<file path="src/rtl/mmio_port_responder.sv">
// Memory-mapped I/O port block: output latch, synchronized input port with change
// detect, and a free-running compare counter with level interrupt.
module mmio_port_responder #(
    parameter logic [31:0] BASE_ADDRESS = 32'h1001_0400
) (
    input  logic        clk,
    input  logic        reset,
    input  logic [31:0] Address,
    input  logic [31:0] WriteData,
    input  logic        MemWrite,
    input  logic        MemRead,
    input  logic [7:0]  PortIn,
    output logic [31:0] ReadData,
    output logic        IOHit,
    output logic [31:0] PortOut,
    output logic        IRQ
);

    localparam logic [2:0] IDX_OUT    = 3'd0;
    localparam logic [2:0] IDX_IN     = 3'd1;
    localparam logic [2:0] IDX_STATUS = 3'd2;
    localparam logic [2:0] IDX_CTRL   = 3'd3;
    localparam logic [2:0] IDX_COUNT  = 3'd4;
    localparam logic [2:0] IDX_CMP    = 3'd5;

    logic [31:0] out_q, out_d;
    logic [31:0] count_q, count_d;
    logic [31:0] cmp_q, cmp_d;
    logic [3:0]  ctrl_q, ctrl_d;
    logic [1:0]  status_q, status_d;
    logic [7:0]  s1_q, s2_q, s3_q;

    logic [2:0]  idx;
    logic        wr_en;
    logic [5:0]  wr_sel;
    logic        run, autoclr;
    logic        chg_evt, match_evt;
    logic [1:0]  evt;
    logic [31:0] rd_val;

    assign idx     = Address[4:2];
    assign IOHit   = (Address[31:5] == BASE_ADDRESS[31:5]) && (Address[1:0] == 2'b00)
                     && (idx <= IDX_CMP);
    assign wr_en   = MemWrite & IOHit;
    assign run     = ctrl_q[2];
    assign autoclr = ctrl_q[3];

    genvar gi;
    generate
        for (gi = 0; gi < 6; gi++) begin : g_wr_sel
            assign wr_sel[gi] = wr_en && (idx == 3'(gi));
        end
    endgenerate

    assign chg_evt   = (s2_q != s3_q);
    assign match_evt = run && (count_q == cmp_q);
    assign evt       = {match_evt, chg_evt};

    // A fresh event outranks a write-1-clear landing in the same cycle.
    generate
        for (gi = 0; gi < 2; gi++) begin : g_status
            assign status_d[gi] = evt[gi] | (status_q[gi] & ~(wr_sel[IDX_STATUS] & WriteData[gi]));
        end
    endgenerate

    always_comb begin
        out_d   = wr_sel[IDX_OUT]  ? WriteData       : out_q;
        ctrl_d  = wr_sel[IDX_CTRL] ? WriteData[3:0]  : ctrl_q;
        cmp_d   = wr_sel[IDX_CMP]  ? WriteData       : cmp_q;
        count_d = count_q;
        // A software store to COUNT wins over increment and auto-clear.
        if (wr_sel[IDX_COUNT]) begin
            count_d = WriteData;
        end else if (run) begin
            if (match_evt && autoclr) begin
                count_d = 32'd0;
            end else begin
                count_d = count_q + 32'd1;
            end
        end
    end

    always_ff @(posedge clk) begin
        if (reset) begin
            out_q    <= 32'd0;
            count_q  <= 32'd0;
            cmp_q    <= 32'hFFFF_FFFF;
            ctrl_q   <= 4'd0;
            status_q <= 2'd0;
            s1_q     <= 8'd0;
            s2_q     <= 8'd0;
            s3_q     <= 8'd0;
        end else begin
            out_q    <= out_d;
            count_q  <= count_d;
            cmp_q    <= cmp_d;
            ctrl_q   <= ctrl_d;
            status_q <= status_d;
            s1_q     <= PortIn;
            s2_q     <= s1_q;
            s3_q     <= s2_q;
        end
    end

    always_comb begin
        rd_val = 32'd0;
        case (idx)
            IDX_OUT:    rd_val = out_q;
            IDX_IN:     rd_val = {24'd0, s2_q};
            IDX_STATUS: rd_val = {30'd0, status_q};
            IDX_CTRL:   rd_val = {28'd0, ctrl_q};
            IDX_COUNT:  rd_val = count_q;
            IDX_CMP:    rd_val = cmp_q;
            default:    rd_val = 32'd0;
        endcase
        ReadData = (MemRead && IOHit) ? rd_val : 32'd0;
    end

    assign PortOut = out_q;
    assign IRQ     = (status_q[0] & ctrl_q[0]) | (status_q[1] & ctrl_q[1]);

endmodule
</file>
<file path="config.mk">
export PLATFORM = sky130hd
export DESIGN_NAME = mmio_port_responder
export DESIGN_NICKNAME = d
export VERILOG_FILES = /design/src/rtl/mmio_port_responder.sv
export SDC_FILE = /design/constraint.sdc
export NUM_CORES = 1
export LEC_CHECK = 0
export BUFFER_PORTS_ARGS = -buffer_cell sky130_fd_sc_hd__buf_2
export CAP_MARGIN = 20
export CORE_MARGIN = 5
export CORE_UTILIZATION = 35
export DETAILED_ROUTE_END_ITERATION = 12
export GPL_ROUTABILITY_DRIVEN = 0
export HOLD_SLACK_MARGIN = 0.15
export PLACE_DENSITY_LB_ADDON = 0.25
export SKIP_LAST_GASP = 1
export SLEW_MARGIN = 20
export SYNTH_ARGS = -nofsm -noshare
export SYNTH_HDL_FRONTEND = slang
export SYNTH_SLANG_ARGS = --single-unit
</file>
<file path="constraint.sdc">
create_clock -name clk -period 2.57 [get_ports clk]
set_input_delay 0.257 -clock clk [delete_from_list [all_inputs] [get_ports clk]]
set_output_delay 0.257 -clock clk [all_outputs]
set_load 0.1 [all_outputs]
</file>
# ---- Word level (Yosys, flattened, before mapping)
# Cells that the tools add are included.
dict set report totals {
  register_bits 126
  input_bits 76
  output_inout_bits 66
  wordCells 48
}
dict set report classes {
  n_addsub 1
  order_cmp 1
  eq_ne 8
  muxes 5
  bitwise_logic 12
  n_reduce_logical 13
}
# operator count
set op_table {}
lappend op_table {{$pmux 32 s6} 1}
lappend op_table {{$mux 32} 4}
lappend op_table {{$add 32x1->32 const B} 1}
lappend op_table {{$eq 32x32->1} 1}
lappend op_table {{$eq 27x24->1 const B} 1}
lappend op_table {{$logic_and 1x1->1} 10}
lappend op_table {{$ne 8x8->1} 1}
lappend op_table {{$and 1x1->1} 7}
lappend op_table {{$eq 3x2->1 const B} 2}
lappend op_table {{$eq 3x3->1 const B} 2}
lappend op_table {{$eq 3x1->1 const B} 1}
lappend op_table {{$le 3x3->1 const B} 1}
lappend op_table {{$logic_not 3->1} 1}
lappend op_table {{$or 1x1->1} 3}
lappend op_table {{$logic_not 2->1} 1}
lappend op_table {{$not 1->1} 2}
lappend op_table {{$reduce_bool 2->1} 1}

# ---- Longest topological paths before layout
dict set report depth {
  ltp_word 9
  mapped_depth 9
  mapped_depth_nobuf 7
}

# ---- Worst setup path before layout
# OpenSTA, ideal clock, no wires.
dict set report synth_timing {
  path_kind {input -> output}
  startpoint {in Address[21]}
  endpoint {out ReadData[0]}
  arrival_ps 4275
  t_required_ps 2313
  slack_ps -1962
  cell_stages 5
  path_buffers 0
  path_cell_list {nor4_1 nand4_1 nor2_2 nand2_1 a211oi_1}
}
dict set report synth_between {
  elab_chain_cells 5
}
# element line
set synth_lines {}
lappend synth_lines {{start, declared} 8} ;# input logic [31:0] Address,
lappend synth_lines {{$eq 27x24->1} 42} ;# assign IOHit = (Address[31:5] == BASE_ADDRESS[31:5]) && (Address[1:0] == 2'b00)
lappend synth_lines {{$logic_and 1x1->1} 42}
lappend synth_lines {{$logic_and 1x1->1} 43} ;# && (idx <= IDX_CMP);
lappend synth_lines {{net IOHit} 14} ;# output logic IOHit,
lappend synth_lines {{$logic_and 1x1->1} 116} ;# ReadData = (MemRead && IOHit) ? rd_val : 32'd0;
lappend synth_lines {{$mux 32} 116}
lappend synth_lines {{end, declared} 13} ;# output logic [31:0] ReadData,
# The timed path passes the listed nets, and every way through them passes these cells.

# ---- Final worst setup path
dict set report layout_timing {
  startpoint {in Address[6]}
  endpoint {out ReadData[19]}
}
dict set report layout_between {
  elab_chain_cells 5
}
# element line
set layout_lines {}
lappend layout_lines {{$eq 27x24->1} 42}
lappend layout_lines {{$logic_and 1x1->1} 42}
lappend layout_lines {{$logic_and 1x1->1} 43}
lappend layout_lines {{$logic_and 1x1->1} 116}
lappend layout_lines {{$mux 32} 116}
# No other way between the ends.

==> run summary <==
The startpoint identified for the worst hold timing path is reset. The tools report the capture endpoint of the worst hold path as s2_q[1]$_SDFF_PP0_. Of all cell types, the one taking the most synthesized area is sky130_fd_sc_hd__dfxtp_1.

The floorplan step set the die height to 154 µm. The tools report the part of the Yosys area used for sequential elements as 0.349. For this run, the leading register cell type out of synthesis is sky130_fd_sc_hd__dfxtp_1. The run gives 0.204 as the overall fraction of global-route tracks in use. The maximum count of clock buffers along a single path was 2; the antenna diode count was 0. The number of port buffers works out to 141. Total overflow reported by the global router: 0. The number of nets in the synthesized netlist is 1,011. After routing, the total negative slack on setup checks comes to 0 ns. The worst setup path is of the in -> out kind. The average vias per placed instance was 5.38. The H-tree was split into 4 levels. Static timing analysis puts the maximum clock frequency at 0.409 GHz. The netlist area before placement was 0.00723 mm²; the number of gates resized after cts was 0. STA classifies the critical path startpoint as an input pin.

Once detail routing completed, the nets flagged for antenna violations numbered 0. The routed design has 24,200 µm of wire. The depth of the worst hold-timing path is 3, and the total of flip-flops plus latches after synthesis is 126.

The kind of end point of the critical path was an output pin. The tools report the number of violations reported at the end of detailed-routing iteration 0 as 613. Leaving out fill and tap cells, the most frequent cell in the layout is sky130_fd_sc_hd__nand2_1. The number of maximum-capacitance constraint violations is 0, and the final layout net count is 1,170. In this run the worst hold path is classified as in -> reg.

The synthesized netlist cell count was 934; the number of cell rows was 52. Counting flops with a built-in enable in the synthesized netlist gives 0. The die footprint is 0.0236 mm², and the clock sink count is 126. The final clock period utilization by the worst path came out at 0.951. Top-area cell type share of the netlist area: 0.349. The startpoint of the worst-slack reg-to-reg timing path is count_q[24]$_SDFFE_PP0P_. After detailed routing, the average wire length per cell comes to 17.6 µm. For the finished layout, the period the worst path requires is 2.44 ns.

Starting utilization of the core area: 0.356. Data on the critical path is required at its endpoint by 2.31 ns. For the cell area after layout, the log shows 0.00996 mm².

By area the synthesized netlist is led by sky130_fd_sc_hd__dfxtp_1 (35%), sky130_fd_sc_hd__nand2_1 (7.9%), sky130_fd_sc_hd__nor2b_1 (4.4%). The share of flip-flops with an asynchronous set or reset after synthesis is 0, and the total leakage power is 3.93 nW. The run gives 4.58 mW as the final total power. The run gives 0.491 as the share of the core filled with cells in the final layout. The number of setup buffers added after CTS was 0; the area overhead of the layout relative to synthesis was 37.7%.

The number of clock buffers inserted by TritonCTS was 17; the ratio of cells with drive above 1 in the final layout was 0.250. TritonCTS built the clock tree. For this design the ratio of total power to cell area is 460 mW/mm².

The library cell used as clock root buffer was sky130_fd_sc_hd__clkbuf_16. Timing analysis after detailed placement gives a worst setup slack of 0.0913 ns. The number of warnings issued by yosys is 0, and the wire length of the first global-routing pass is 39,200 µm. The width of the chip came out at 154 µm. The flow ran to the end, and the final reports show no timing, DRC or antenna violations.

The clock arrives with 0.0113 ns of skew. After clock tree synthesis, the clock-pin slew on the worst setup and hold paths is 0.05 ns. The relative slew slack was 0.512; the maximum net fanout on the critical path was 14. The largest vdd supply drop was 0.462 mV; the depth of the most critical reg-to-reg path was 7. The via count of the first global-routing pass was 7,143. Transition at the pin with the smallest max-transition slack: 0.732 ns. Once placement finished, the instance area stood at 0.00903 mm². Across all register-to-register paths, the minimum setup slack is 0.29 ns. Data on the critical path arrives at its endpoint at 2.19 ns.

The reg-to-reg endpoint was count_q[6]$_SDFFE_PP0P_. For this run, design rule violations remaining after detail routing come to 0. The top cell types in the final layout, fill and taps aside, are sky130_fd_sc_hd__nand2_1 (151), sky130_fd_sc_hd__dfxtp_1 (126), sky130_fd_sc_hd__buf_2 (108). Setup repair after global routing could not meet its margin everywhere. The tools report the number of antenna violations at the first check in global routing as 0. The tools report the number of hold-slack violations in the final timing report as 0. Before antenna repair, the detailed router went through 8 iterations. The total via count in the routed design came out at 7,386.

Clock latency on the worst-skew pair, taken at its later pin, is 0.43 ns. Setup violations remaining at the end of the flow were counted as 0. The HPWL after detailed placement is 17,000 µm. Entering global routing, the biggest net connects 95 pins.

The run gives 0 as the final max-slew violation count. The region available for standard cell placement spans 0.0203 mm². For this design the top-level I/O count stands at 142.

Each instance of the synthesized netlist takes up on average 7.75 µm². The number of distinct library cells after synthesis is 59. In the post-route analysis, the smallest setup slack over all paths is 0.125 ns.
## cell type report
| cell class | count | area, µm² |
|---|---|---|
| clock buffers | 23 | 488 |
| clock inverters | 7 | 38.8 |
| fillers | 1951 | 10300 |
| inverters | 30 | 113 |
| multi-input cells | 699 | 4540 |
| flip-flops and latches | 126 | 2520 |
| well taps | 270 | 338 |
| repair buffers | 219 | 1920 |
## layer usage
layer / GRT usage / up-vias / share of wire
met3: 0.0416 / 30 / 0.073
met2: 0.316 / 281 / 0.45
li1: - / 3638 / -
met4: 0.0635 / 0 / 0.018
met1: 0.286 / 3437 / 0.46
met5: 0 / - / 0
## flip-flops by register name, indices dropped and copies added, names as in the netlist
name	flops
status_q	2
s2_q	8
s1_q	8
cmp_q	32
count_q	32
s3_q	8
ctrl_q	4
PortOut	32
## repair_timing
action | 4_1_cts | 5_1_grt
endpoints found under the hold margin | 62 | 0
hold buffers | 40 | 0
endpoints found under the setup margin | 0 | 1
## cell usage after synthesis (19+ instances only)
library cell	number
sky130_fd_sc_hd__nor2b_1	51
sky130_fd_sc_hd__nand4_1	20
sky130_fd_sc_hd__clkbuf_1	57
sky130_fd_sc_hd__nor2_1	55
sky130_fd_sc_hd__nand2_1	152
sky130_fd_sc_hd__o21ai_0	36
sky130_fd_sc_hd__dfxtp_1	126
sky130_fd_sc_hd__xnor2_1	28
sky130_fd_sc_hd__inv_1	30
sky130_fd_sc_hd__o211ai_1	26
sky130_fd_sc_hd__buf_2	19
sky130_fd_sc_hd__a22oi_1	24
sky130_fd_sc_hd__a21oi_1	60
sky130_fd_sc_hd__nand3_1	53
## through the flow
stage          hold slack (ns)  cells
2_1_floorplan            0.381    934
3_3_place_gp             0.418   1303
3_5_place_dp             0.425   1303
4_1_cts                  0.333   1373
5_1_grt                  0.361   1374
6_report                 0.330   1374
## cell families after synthesis
family,synth area share
flops,0.349
compound gates,0.205
xor+xnor,0.0496
simple gates,0.281
buf+inv,0.0635
mux,0.0502
fa+ha+maj,0.00173
## worst max path at each step
stage                      startpoint           end  slack [ns]
after global placement     Address[6]   ReadData[4]        0.14
final                      Address[6]  ReadData[19]        0.13
after floorplan           Address[21]  ReadData[11]       -0.39
after global routing       Address[6]  ReadData[19]      -0.001
after detailed placement   Address[6]   ReadData[5]        0.09
after CTS                  Address[6]  ReadData[23]        0.08
## power breakdown
group          internal [mW]  switching [mW]  leakage (nW)
logic                  0.185           0.221          2.64
clock network           1.31           0.859         0.268
registers               1.98          0.0210          1.02
total                   3.48            1.10          3.93
## critical path, stage by stage
cell and delay, ns:
sky130_fd_sc_hd__buf_2 0.11, sky130_fd_sc_hd__nor4_2 0.28, sky130_fd_sc_hd__nand4_1 0.24, sky130_fd_sc_hd__nor2_4 0.20
sky130_fd_sc_hd__nand2_4 0.12, sky130_fd_sc_hd__or2_2 0.59, sky130_fd_sc_hd__nor2_4 0.20, sky130_fd_sc_hd__buf_12 0.19
No activity file was read; power rests on OpenSTA's default activity.
